==> config.mk <==
export PLATFORM = sky130hd
export DESIGN_NAME = trap_ctrl
export DESIGN_NICKNAME = d
export VERILOG_FILES = /design/src/rtl/trap_ctrl.sv
export SDC_FILE = /design/constraint.sdc
export NUM_CORES = 1
export LEC_CHECK = 0
export ABC_CLOCK_PERIOD_IN_PS = 5400
export CAP_MARGIN = 25
export CORE_AREA = 2 2 219 221
export CTS_CLUSTER_SIZE = 40
export DETAILED_ROUTE_END_ITERATION = 7
export DIE_AREA = 0 0 221 223
export PLACE_DENSITY = 0.5
export SLEW_MARGIN = 10
export SYNTH_ARGS = -nofsm -noshare
export SYNTH_HDL_FRONTEND = slang
export SYNTH_SLANG_ARGS = --single-unit
==> constraint.sdc <==
create_clock -name clk -period 5.4 [get_ports clk]
set_input_delay 1.08 -clock clk [delete_from_list [all_inputs] [get_ports clk]]
set_output_delay 1.08 -clock clk [all_outputs]
set_load 0.02 [all_outputs]
==> src/rtl/trap_ctrl.sv <==
// trap_ctrl: machine-mode trap controller.
// Arbitrates ECALL/EBREAK, prioritised level interrupts and MRET, sequences
// the mepc/mstatus/mcause CSR writes and issues a redirect to EX while
// holding the pipeline.
// Optional build macro: TRAP_VECTORED_EN (vectored mtvec mode for interrupts).
//
// state    | meaning
// ---------+----------------------------------------------
// IDLE     | waiting for an event
// MEPC     | writing mepc with the latched epc
// MSTATUS  | writing mstatus (MPIE := MIE, MIE := 0)
// MCAUSE   | writing mcause with the latched cause
// TRAP_JMP | redirect to the trap vector, ack taken irq
// MRET     | writing mstatus (MIE := MPIE, MPIE := 1)
// MRET_JMP | redirect to mepc
module trap_ctrl #(
    parameter int XLEN           = 64,
    parameter int NUM_IRQ        = 4,
    parameter int IRQ_CAUSE_BASE = 16
) (
    input  logic               clk,
    input  logic               rst,
    input  logic [31:0]        inst_i,
    input  logic [XLEN-1:0]    inst_addr_i,
    input  logic               jump_flag_i,
    input  logic [XLEN-1:0]    jump_addr_i,
    input  logic [NUM_IRQ-1:0] irq_i,
    input  logic [XLEN-1:0]    csr_mtvec,
    input  logic [XLEN-1:0]    csr_mepc,
    input  logic [XLEN-1:0]    csr_mstatus,
    input  logic [NUM_IRQ-1:0] csr_mie,
    output logic               hold_flag_o,
    output logic               we_o,
    output logic [XLEN-1:0]    waddr_o,
    output logic [XLEN-1:0]    data_o,
    output logic               int_assert_o,
    output logic [XLEN-1:0]    int_addr_o,
    output logic [NUM_IRQ-1:0] irq_ack_o
);

    localparam logic [31:0] INST_ECALL  = 32'h0000_0073;
    localparam logic [31:0] INST_EBREAK = 32'h0010_0073;
    localparam logic [31:0] INST_MRET   = 32'h3020_0073;

    typedef enum logic [2:0] {
        ST_IDLE     = 3'd0,
        ST_MEPC     = 3'd1,
        ST_MSTATUS  = 3'd2,
        ST_MCAUSE   = 3'd3,
        ST_TRAP_JMP = 3'd4,
        ST_MRET     = 3'd5,
        ST_MRET_JMP = 3'd6
    } state_t;

    state_t r_state, w_state_nxt;

    logic               w_sync, w_async, w_mret, w_evt, w_irq_hit;
    logic [3:0]         w_irq_idx;
    logic [NUM_IRQ-1:0] w_pend, w_irq_onehot;
    logic [XLEN-1:0]    w_epc_evt, w_cause_evt, w_sync_cause, w_async_cause;
    logic [XLEN-1:0]    w_mst_trap, w_mst_mret, w_trap_base, w_trap_target;

    logic [XLEN-1:0]    r_epc, r_cause;
    logic [NUM_IRQ-1:0] r_ack;

    logic               r_we, w_we_nxt;
    logic [XLEN-1:0]    r_waddr, w_waddr_nxt, r_data, w_data_nxt;
    logic               r_int_assert, w_int_assert_nxt;
    logic [XLEN-1:0]    r_int_addr, w_int_addr_nxt;
    logic [NUM_IRQ-1:0] r_irq_ack, w_irq_ack_nxt;

    assign w_sync  = (inst_i == INST_ECALL) | (inst_i == INST_EBREAK);
    assign w_mret  = (inst_i == INST_MRET);
    assign w_pend  = irq_i & csr_mie;
    assign w_async = csr_mstatus[3] & w_irq_hit;
    assign w_evt   = w_sync | w_async | w_mret;

    // lowest-index pending line wins
    always_comb begin
        w_irq_idx = '0;
        w_irq_hit = 1'b0;
        for (int k = NUM_IRQ - 1; k >= 0; k--) begin
            if (w_pend[k]) begin
                w_irq_idx = k[3:0];
                w_irq_hit = 1'b1;
            end
        end
    end

    assign w_irq_onehot  = NUM_IRQ'(1) << w_irq_idx;
    assign w_sync_cause  = (inst_i == INST_ECALL) ? XLEN'(11) : XLEN'(3);
    assign w_async_cause = {1'b1, (XLEN-1)'(IRQ_CAUSE_BASE) + (XLEN-1)'(w_irq_idx)};
    assign w_cause_evt   = w_sync ? w_sync_cause : w_async_cause;
    assign w_epc_evt     = (w_sync | ~jump_flag_i) ? inst_addr_i : jump_addr_i;

    assign w_mst_trap = {csr_mstatus[XLEN-1:8], csr_mstatus[3], csr_mstatus[6:4],
                         1'b0, csr_mstatus[2:0]};
    assign w_mst_mret = {csr_mstatus[XLEN-1:8], 1'b1, csr_mstatus[6:4],
                         csr_mstatus[7], csr_mstatus[2:0]};

    assign w_trap_base = {csr_mtvec[XLEN-1:2], 2'b00};
`ifdef TRAP_VECTORED_EN
    // async causes carry bit XLEN-1; the low bits are the code used as vector index
    assign w_trap_target = (csr_mtvec[1:0] == 2'b01 && r_cause[XLEN-1])
                         ? w_trap_base + {r_cause[XLEN-3:0], 2'b00}
                         : w_trap_base;
`else
    logic w_unused_mtvec_mode;
    assign w_unused_mtvec_mode = ^csr_mtvec[1:0];
    assign w_trap_target = w_trap_base;
`endif

    assign hold_flag_o = ~rst & ((r_state != ST_IDLE) | w_evt);

    // next state and the registered outputs belonging to that state
    always_comb begin
        w_state_nxt      = ST_IDLE;
        w_we_nxt         = 1'b0;
        w_waddr_nxt      = '0;
        w_data_nxt       = '0;
        w_int_assert_nxt = 1'b0;
        w_int_addr_nxt   = '0;
        w_irq_ack_nxt    = '0;
        case (r_state)
            ST_IDLE: begin
                if (w_sync || w_async) w_state_nxt = ST_MEPC;
                else if (w_mret)       w_state_nxt = ST_MRET;
                else                   w_state_nxt = ST_IDLE;
            end
            ST_MEPC:     w_state_nxt = ST_MSTATUS;
            ST_MSTATUS:  w_state_nxt = ST_MCAUSE;
            ST_MCAUSE:   w_state_nxt = ST_TRAP_JMP;
            ST_MRET:     w_state_nxt = ST_MRET_JMP;
            default:     w_state_nxt = ST_IDLE;
        endcase
        case (w_state_nxt)
            ST_MEPC: begin
                w_we_nxt    = 1'b1;
                w_waddr_nxt = XLEN'(12'h341);
                w_data_nxt  = w_epc_evt;
            end
            ST_MSTATUS: begin
                w_we_nxt    = 1'b1;
                w_waddr_nxt = XLEN'(12'h300);
                w_data_nxt  = w_mst_trap;
            end
            ST_MCAUSE: begin
                w_we_nxt    = 1'b1;
                w_waddr_nxt = XLEN'(12'h342);
                w_data_nxt  = r_cause;
            end
            ST_TRAP_JMP: begin
                w_int_assert_nxt = 1'b1;
                w_int_addr_nxt   = w_trap_target;
                w_irq_ack_nxt    = r_ack;
            end
            ST_MRET: begin
                w_we_nxt    = 1'b1;
                w_waddr_nxt = XLEN'(12'h300);
                w_data_nxt  = w_mst_mret;
            end
            ST_MRET_JMP: begin
                w_int_assert_nxt = 1'b1;
                w_int_addr_nxt   = csr_mepc;
            end
            default: ;
        endcase
    end

    // state register and registered outputs
    always_ff @(posedge clk or posedge rst) begin
        if (rst) begin
            r_state      <= ST_IDLE;
            r_we         <= 1'b0;
            r_waddr      <= '0;
            r_data       <= '0;
            r_int_assert <= 1'b0;
            r_int_addr   <= '0;
            r_irq_ack    <= '0;
        end else begin
            r_state      <= w_state_nxt;
            r_we         <= w_we_nxt;
            r_waddr      <= w_waddr_nxt;
            r_data       <= w_data_nxt;
            r_int_assert <= w_int_assert_nxt;
            r_int_addr   <= w_int_addr_nxt;
            r_irq_ack    <= w_irq_ack_nxt;
        end
    end

    // capture epc, cause and ack mask at the trap event edge
    always_ff @(posedge clk or posedge rst) begin
        if (rst) begin
            r_epc   <= '0;
            r_cause <= '0;
            r_ack   <= '0;
        end else if (r_state == ST_IDLE && (w_sync || w_async)) begin
            r_epc   <= w_epc_evt;
            r_cause <= w_cause_evt;
            r_ack   <= w_sync ? '0 : w_irq_onehot;
        end
    end

    assign we_o         = r_we;
    assign waddr_o      = r_waddr;
    assign data_o       = r_data;
    assign int_assert_o = r_int_assert;
    assign int_addr_o   = r_int_addr;
    assign irq_ack_o    = r_irq_ack;

endmodule
# After elaboration in Yosys (flattened, before gate mapping)
# Cells that the tools add are included.
[op_classes] shifts=1 add_sub_neg=1 muxes=21 reduce_logical=7 bitwise_logic=10 n_eq_ne=13
[op_table] operator="64-bit one-hot mux with 4 select lines" n=1
[op_table] operator="64-bit two-way mux" n=2
[op_table] operator="64-bit one-hot mux with 2 select lines" n=1
[op_table] operator="32-bit by 21-bit == test with 1-bit output (second input constant)" n=1
[op_table] operator="32-bit by 30-bit == test with 1-bit output (second input constant)" n=1
[op_table] operator="32-bit by 7-bit == test with 1-bit output (second input constant)" n=1
[op_table] operator="10-bit one-hot mux with 3 select lines" n=1
[op_table] operator="4-bit two-way mux" n=6
[op_table] operator="3-bit one-hot mux with 5 select lines" n=1
[op_table] operator="3-bit by 2-bit == test with 1-bit output (second input constant)" n=4
[op_table] operator="3-bit == test (second input constant)" n=4
[op_table] operator="5-bit by 4-bit adder with 6-bit output (first input constant)" n=1
[op_table] operator="3-bit by 1-bit == test with 1-bit output (second input constant)" n=2
[op_table] operator="1-bit two-way mux" n=6
[op_table] operator="3-bit two-way mux" n=2
[op_table] operator="1-bit bitwise OR" n=5
[op_table] operator="4-bit AND" n=1
[op_table] operator="2-bit OR reduction" n=2
[op_table] operator="4-bit OR reduction" n=1
[op_table] operator="1-bit by 4-bit << shifter with 4-bit output (first input constant)" n=1
[op_table] operator="3-bit zero test" n=1
[op_table] operator="3-bit nonzero test" n=1
[op_table] operator="1-bit AND" n=2
[op_table] operator="2-bit two-way mux" n=1
[op_table] operator="other kinds (3)" n=4
[totals] regBits=269 word_cells=62 out_inout_bits=199

# Logic depth before layout (Yosys ltp)
# Gate-level depths: netlist (run 1).
[depth] depth_word=12 mapped_depth=7

# Least setup slack after synthesis (run 1)
# Ideal clock, no wire load.
[synth_timing] path_kind="in2out" from="input port inst_i[18]" to="output port hold_flag_o" path_slack_ns=2.080 path_buffers=0 path_stages=5 arrival_ns=2.240 path_cell_list="nor4_1 > nand3_1 > nor2_1 > o21ai_0 > a31oi_1"
[synth_between] elab_chain_cells=6 word_cells_on_any_way=8 cone_classes="eq/ne (3); bitwise (5)"
[synth_lines] item="start, declared" line_no="23" text="input logic [31:0] inst_i,"
[synth_lines] item="32-bit by 7-bit == test with 1-bit output / 32-bit by 21-bit == test with 1-bit output (equally long branches)" line_no="72" text="assign w_sync = (inst_i == INST_ECALL) | (inst_i == INST_EBREAK);"
[synth_lines] item="1-bit bitwise OR" line_no="72"
[synth_lines] item="1-bit bitwise OR" line_no="76" text="assign w_evt = w_sync | w_async | w_mret;"
[synth_lines] item="1-bit bitwise OR *" line_no="76"
[synth_lines] item="1-bit bitwise OR *" line_no="113" text="assign hold_flag_o = ~rst & ((r_state != ST_IDLE) | w_evt);"
[synth_lines] item="1-bit AND *" line_no="113"
[synth_lines] item="end, declared" line_no="32" text="output logic hold_flag_o,"
# Mark *: on every way between the ends. The rest lies on a longest branch, timed or not.

# Worst setup path in the final report (run 1)
[layout_timing] from="input port inst_i[3]" to="output port hold_flag_o"
# Same word-level chain as after synthesis.

==> summary.md, run 1 <==
| Metric | Value |
|---|---|
| Wirelength per Cell | approximately 18 microns |
| Synthesis Warnings | 0 |
| Pwr dens | approximately 390 nW/um^2 |
| Via Count | 6059 |
| Syn_area_per_cell | between 10 and 15 sq um |
| End point of the critical path | hold_flag_o |
| CTS Buf Count | 17 |
| Critical path class | primary input to primary output |
| Final setup TNS | 0 ps |
| DR DRC count | 0 |
| Internal Power | ~3200 uW |
| Relative slew slack | just over 40% |
| Global-route track usage on met3 | under 10% |
| Critical Path Start | inst_i[3] |
| Setup crit end kind | primary output |
| Core ar. | around 47000 sq um |
| Max-cap viol count | 0 |
| Clock Tree Buf Depth | 2 |
| Final min period | ~4400 ps |
| Flops & latches, synth | between 100 and 150 |
| # port buffers | 500 |
| GR Layer Usage met1 | between 10% and 20% |
| GPL Wtd Cong | between 0.7 and 0.8 |
| Unique masters post-synth | 42 |
| Hold Path Class | flip-flop to flip-flop |
| Grt ovf | 0 |
| Clk Tree Root Cell | clkbuf_16 |
| Post-CTS Resized | 0 |
| Hold violation count in the final report | 0 |
| ANT nets after route | 0 |
| Pwr Total | between 5000 and 6000 uW |
| Die area | slightly below 50000 sq um |
| CTS H-tree lvls | 4 |
| Worst-case reg-to-reg path depth | 8 |
| Clk_lat worst skew | ~480 ps |
| Clock Skews | between 10 and 15 ps |
| Clock slew at the register clock pins of the worst setup and hold paths | about 70 ps |
| Worst r2r src | r_state[1] |
| Seq pwr share | between 30% and 40% |
| CTS tree | yes |
| Die W | 221 microns |
| Die Ht | between 200 and 250 microns |
| Final slew viol count | 0 |
| Tcrit/Tclk final | 81.0% |
| Post-Syn Area | between 6000 and 7000 sq um |
| RSZ-0062 raised after global routing | no |
| R2R Setup Slk | between 2000 and 3000 ps |
| Largest net degree at the start of global routing | 91 |
| Vias in the first global route | between 6000 and 7000 |
| Psw | about 1800 uW |
| Share of cells above drive strength 1 | about 6.6% |
| Ys flop type | dfrtp_1 |
| Drt total wl | between 20000 and 30000 microns |
| Worst slew pin tran | between 800 and 900 ps |
| Area Overhead vs Synth | 91.7% |
| EDFF count, synth | 0 |
| Sink Count | ~150 |
| Syn Inst Count | about 520 |
| F_max | ~0.23 GHz |
| Setup Viol. Count Final | 0 |
| Post-DP HPWL | between 20000 and 25000 microns |
| I/O pins | 562 |
| Part of the power in the clock network | about a quarter |
| First-pass GRT wire length | around 42000 microns |
| Ys async rst share | 100% |
| Setup crit start kind | primary input |
| Sw Share | roughly 36% |
| Pre-antenna DRT Iters | 5 |
| Via density | approximately 3.7 |
| Worst-path fanout max | 7 |
| Logic pwr share | approximately 43% |
| Met2 Resource Use GR | between 10% and 20% |
| Nets | 1381 |
| Antenna violations before repair | 1 |
| Global route hottest layer | met2 |
| Num rows | 80 |
| Total track usage | 11.9% |
| Effective utilization at floorplan | about 14% |
| Hold-fix buffers at CTS | 0 |
| Arr. time, crit path | 3290 ps |
| Req. time, crit path | roughly 4300 ps |
| Leakage | between 0.005 and 0.006 uW |
| Number of antenna diodes | 0 |
| Status | finished clean |
| Sequential fraction of the synthesis area | 55.4% |
| Initial DRC Count | about 300 |
| Crit Reg-Reg Endpoint | data_o[9] |
| Peak supply drop | 0.000185 V |
| Post-CTS Setup Inserts | 0 |
-- how the worst min path moves through the flow --
stage	end	slack (ps)	depth (start not counted)	startpoint
floorplan	irq_ack_o[0]	450	1	r_ack[0]
global placement	irq_ack_o[0]	460	1	r_ack[0]
detailed placement	irq_ack_o[0]	470	1	r_ack[0]
CTS	irq_ack_o[0]	480	1	r_ack[0]
global route	irq_ack_o[0]	490	1	r_ack[0]
finish	irq_ack_o[0]	480	1	r_ack[0]
-- cell usage in the layout, fill, tap and decap left out, types with 2 or more instances in the layout --
master           instances
clkdlybuf4s50_1        500
dfrtp_1                148
mux2i_1                 63
a22o_1                  62
conb_1                  59
o2bb2ai_1               58
clkbuf_16               17
buf_4                   12
nor2_1                   9
nand2_1                  9
mux2_2                   8
inv_1                    7
and2_1                   7
o21ai_0                  6
inv_6                    5
a21oi_1                  4
nor3_1                   4
a22oi_1                  3
nor4b_2                  3
nor4_1                   3
nand3_1                  3
clkinvlp_4               3
nand4_1                  2
o21ai_4                  2
nand2b_1                 2
o211ai_1                 2
a221o_1                  2
clkinv_4                 2
bufinv_16                2
clkinv_8                 2
inv_8                    2
buf_12                   2
-- metal layers --
layer / vias up / part of all wire, %
met5: - / 0
met3: 33 / 6.9
met4: 0 / 2.8
li1: 2822 / -
met2: 304 / 49
met1: 2900 / 41
-- Yosys cell counts (2+ instances only) --
cell type	number	area share (%)
a221o_1	2	0.30
nor4b_2	3	0.67
o21ai_1	3	0.22
o21ai_0	6	0.45
a22oi_1	3	0.34
o211ai_1	2	0.22
mux2_2	8	1.3
a22o_1	62	8.1
nand4_1	2	0.19
nor2_1	10	0.56
mux2i_1	63	9.4
and2_1	7	0.66
buf_6	6	1.0
nand3_1	3	0.22
buf_1	3	0.17
o2bb2ai_1	58	7.6
buf_2	2	0.15
buf_4	72	8.1
nor4_1	3	0.28
nand2b_1	3	0.28
clkbuf_1	11	0.62
nand2_1	9	0.51
inv_1	8	0.45
dfrtp_1	148	55
nor3_1	4	0.30
a21oi_1	4	0.30
-- per-stage QoR --
step / area [sq um] / setup WS [ps] / cells / hold slack [ps] / util, %
finish: 12800 / 1030 / 1646 / 478 / 27.2
global route: 12800 / 836 / 1646 / 487 / 27.2
CTS: 12800 / 1000 / 1645 / 480 / 27.1
detailed placement: 12200 / 1020 / 1613 / 470 / 25.8
global placement: 12200 / 974 / 1613 / 461 / 25.8
floorplan: 6900 / 340 / 579 / 449 / -
-- worst max-delay path, stage by stage --
cell	delay, ps
clkdlybuf4s50_1	420
nor4b_2	310
nand4_2	320
nor2_1	210
o21ai_0	110
a31oi_1	180
clkdlybuf4s50_1	640
-- cell families after synthesis --
kind of cell	synth area share, %
AO/OA/AOI/OAI	18.1
XOR/XNOR	0.131
buffers and inverters	10.7
flip-flops	55.4
multiplexers	10.8
other	0.0561
AND/OR/NAND/NOR	4.81
-- final cells by class --
type | instances | area (sq um)
Clock buffer | 17 | 425
Clock inverter | 15 | 190
Fill cell | 4915 | 34300
Inverter | 9 | 38.8
Multi-Input combinational cell | 327 | 2520
Sequential cell | 148 | 3700
Tap cell | 615 | 769
Timing Repair Buffer | 515 | 5160
-- state kept, by name, summed over array words and instances, names as in the netlist --
name,count
int_assert_o,1
irq_ack_o,4
data_o,64
waddr_o,4
r_cause,4
r_state,3
r_ack,4
int_addr_o,64
-- power groups by stage --
stage | Combinational [uW] | Clock, uW | Sequential [uW]
6_report | 2170 | 1270 | 1570
5_1_grt | 2300 | 1380 | 1600
4_1_cts | 2220 | 1340 | 1570
3_5_place_dp | 2210 | 0 | 1590
3_3_place_gp | 2200 | 0 | 1580
2_1_floorplan | 674 | 0 | 1970
(Power assumes the default switching activity.)
==> run 2, diff against run 1 <==
- ABC_CLOCK_PERIOD_IN_PS: 5400 -> 3800
- CORE_AREA: 2 2 219 221 -> 2 2 220 222
- DIE_AREA: 0 0 221 223 -> 0 0 222 224
- PLACE_DENSITY: 0.5 -> 0.51
- clock period: 5.4 -> 3.8 ns (I/O delays scaled with it)
==> run 2 against run 1 <==
Core utilization hardly changed. Clock power is 42% higher. Final cell count is 0.43% higher. Register-to-register slack worse by 1300 ps. Power is 43% higher. Via count is 0.54% higher. Wire length is 3.9% higher. Critical path type unchanged. Critical endpoint unchanged.
==> summary.md, run 2 (synthesis results as in run 1) <==
| Metric | Value |
|---|---|
| Crit-path cells | clkdlybuf4s50_1 -> nor4_1 -> nand3_1 -> nor2_1 -> o21ai_0 -> a31oi_1 -> buf_4 |
| Initial DRC Count | between 200 and 250 |
| Min Hold Slack | approximately 490 ps |
| Total track usage | about an eighth |
| Worst-path fanout max | 2 |
| Post-CTS Resized | 0 |
| M1 WL | between 10000 and 15000 microns |
| Grt ovf | 0 |
| Wirelength per Cell | 18.8 microns |
| Max-cap viol count | 0 |
| Logic pwr share | a little over two fifths |
| Relative slew slack | about two fifths |
| Core ar. | approximately 47000 sq um |
| CTS Buf Count | 17 |
| Crit Reg-Reg Endpoint | int_addr_o[25] |
| Routed wl met2 | ~16000 microns |
| Antenna violations before repair | 0 |
| R2R Setup Slk | 1710 ps |
| Post-CTS Setup Inserts | 0 |
| CTS tree | yes |
| Worst r2r src | r_state[1] |
| Slowest stage delay, CP | between 400 and 500 ps |
| # port buffers | 500 |
| Vias in the first global route | between 6000 and 7000 |
| End point of the critical path | hold_flag_o |
| Psw | around 2600 uW |
| Area Overhead vs Synth | 92.8% |
| Non-Filler Instances | approximately 1700 |
| Met3 Wirelength | approximately 1700 microns |
| Critical path depth | 7 |
| Req. time, crit path | around 3000 ps |
| Largest net degree at the start of global routing | 66 |
| ANT nets after route | 0 |
| Effective utilization at floorplan | about 14% |
| Worst Path Buf+Inv | 2 |
| Largest delay share family, worst path | simple AND/OR/NAND/NOR gates |
| Internal Power | 4570 uW |
| Share of cells above drive strength 1 | 7.23% |
| Part of the power in the clock network | between 20% and 30% |
| Final slew viol count | 0 |
| Post-DP HPWL | 24600 microns |
| Clock Skews | about 13 ps |
| Arr. time, crit path | about 2500 ps |
| Die area | 49700 sq um |
| Drt total wl | just over 30000 microns |
| Nets | 1387 |
| Setup crit start kind | primary input |
| First-pass GRT wire length | around 44000 microns |
| Most frequent cells in the layout | clkdlybuf4s50_1, dfrtp_1, mux2i_1 |
| Hold violation count in the final report | 0 |
| Via density | about 3.7 |
| Clock Tree Buf Depth | 2 |
| Most common cell after layout, fill and taps aside | clkdlybuf4s50_1 |
| CTS H-tree lvls | 4 |
| Tcrit/Tclk final | around 87% |
| Clock slew at the register clock pins of the worst setup and hold paths | 70 ps |
| Clk_lat worst skew | approximately 480 ps |
| Clk Tree Root Cell | clkbuf_16 |
| GPL Wtd Cong | about 0.77 |
| Pre-antenna DRT Iters | 4 |
| DR DRC count | 0 |
| Num rows | 80 |
| Worst-case reg-to-reg path depth | 4 |
| Setup crit end kind | primary output |
| Peak supply drop | 0.000334 V |
| Die W | approximately 220 microns |
| Hold-fix buffers at CTS | 0 |
| Status | finished clean |
| Sink Count | between 100 and 150 |
| Post-Place Cells | roughly 1600 |
| CP max-delay cell | clkdlybuf4s50_1 |
| Setup Viol. Count Final | 0 |
| I/O pins | roughly 560 |
| Worst slew pin tran | approximately 900 ps |
| Hold Path Class | flip-flop to flip-flop |
| Highest Signal Layer | met4 |
| RSZ-0062 raised after global routing | no |
| Via Count | roughly 6100 |
| Final setup TNS | 0 ps |
| Sw Share | 36.1% |
| Pwr dens | about 560 nW/um^2 |
| Die Ht | about 220 microns |
| Final min period | ~3300 ps |
| Seq pwr share | just over 30% |
| Critical path class | primary input to primary output |
| F_max | between 0.3 and 0.4 GHz |
| Critical Path Start | inst_i[17] |
| Leakage | between 0.005 and 0.006 uW |
run 2: changes by cell type in the layout (fill, tap and decap cells not counted), moves of 2 or more:
cell / before / now
buf_12: 2 / 7
inv_6: 5 / 7
buf_4: 12 / 15
clkinv_8: 2 / 0
clkinv_2: 0 / 2
clkinvlp_4: 3 / 1
run 2: power by group through the flow:
stage	combinational, uW	sequential (uW)	clock (uW)
CTS	3190	2250	1910
finish	3120	2230	1800
floorplan	958	2800	0
global placement	3150	2260	0
global route	3300	2290	1960
detailed placement	3180	2270	0
run 2: worst reg2reg max path, stage by stage (launching register included):
cell and delay [ps]:
dfrtp_1 420, nand2b_1 250, nor2_4 580, buf_4 530, a22o_1 250
run 2: area by class of cell:
| type | instances | area (sq um) |
|---|---|---|
| Fill cell | 4981 | 34500 |
| Clock inverter | 14 | 163 |
| Timing Repair Buffer | 521 | 5250 |
| Tap cell | 615 | 769 |
| Clock buffer | 18 | 439 |
| Inverter | 9 | 37.5 |
| Sequential cell | 148 | 3700 |
| Multi-Input combinational cell | 327 | 2520 |
| Antenna cell | 1 | 2.50 |
run 2: through the flow:
| step | utilization, % | area, sq um | power (uW) | setup WS [ps] |
|---|---|---|---|---|
| after floorplan | - | 6900 | 3760 | 1120 |
| after global placement | 25.9 | 12300 | 5410 | 385 |
| after detailed placement | 25.9 | 12300 | 5460 | 441 |
| after CTS | 27.2 | 12900 | 7340 | 431 |
| after global routing | 27.2 | 12900 | 7550 | 365 |
| final | 27.2 | 12900 | 7160 | 496 |
run 2: how the worst min path moves through the flow:
stage | startpoint | to | slack, ps | cells after the start
6_report | r_ack[0] | irq_ack_o[0] | 490 | 1
5_1_grt | r_ack[0] | irq_ack_o[0] | 510 | 1
4_1_cts | r_ack[0] | irq_ack_o[0] | 490 | 1
3_5_place_dp | r_ack[0] | irq_ack_o[0] | 470 | 1
3_3_place_gp | r_ack[2] | irq_ack_o[2] | 460 | 1
2_1_floorplan | r_ack[0] | irq_ack_o[0] | 450 | 1
run 2: metal layers:
layer / global-route usage (%) / up-vias
met5: 0 / -
met2: 21.5 / 264
met3: 3.38 / 29
li1: - / 2826
met1: 14.8 / 2973
met4: 4.71 / 0
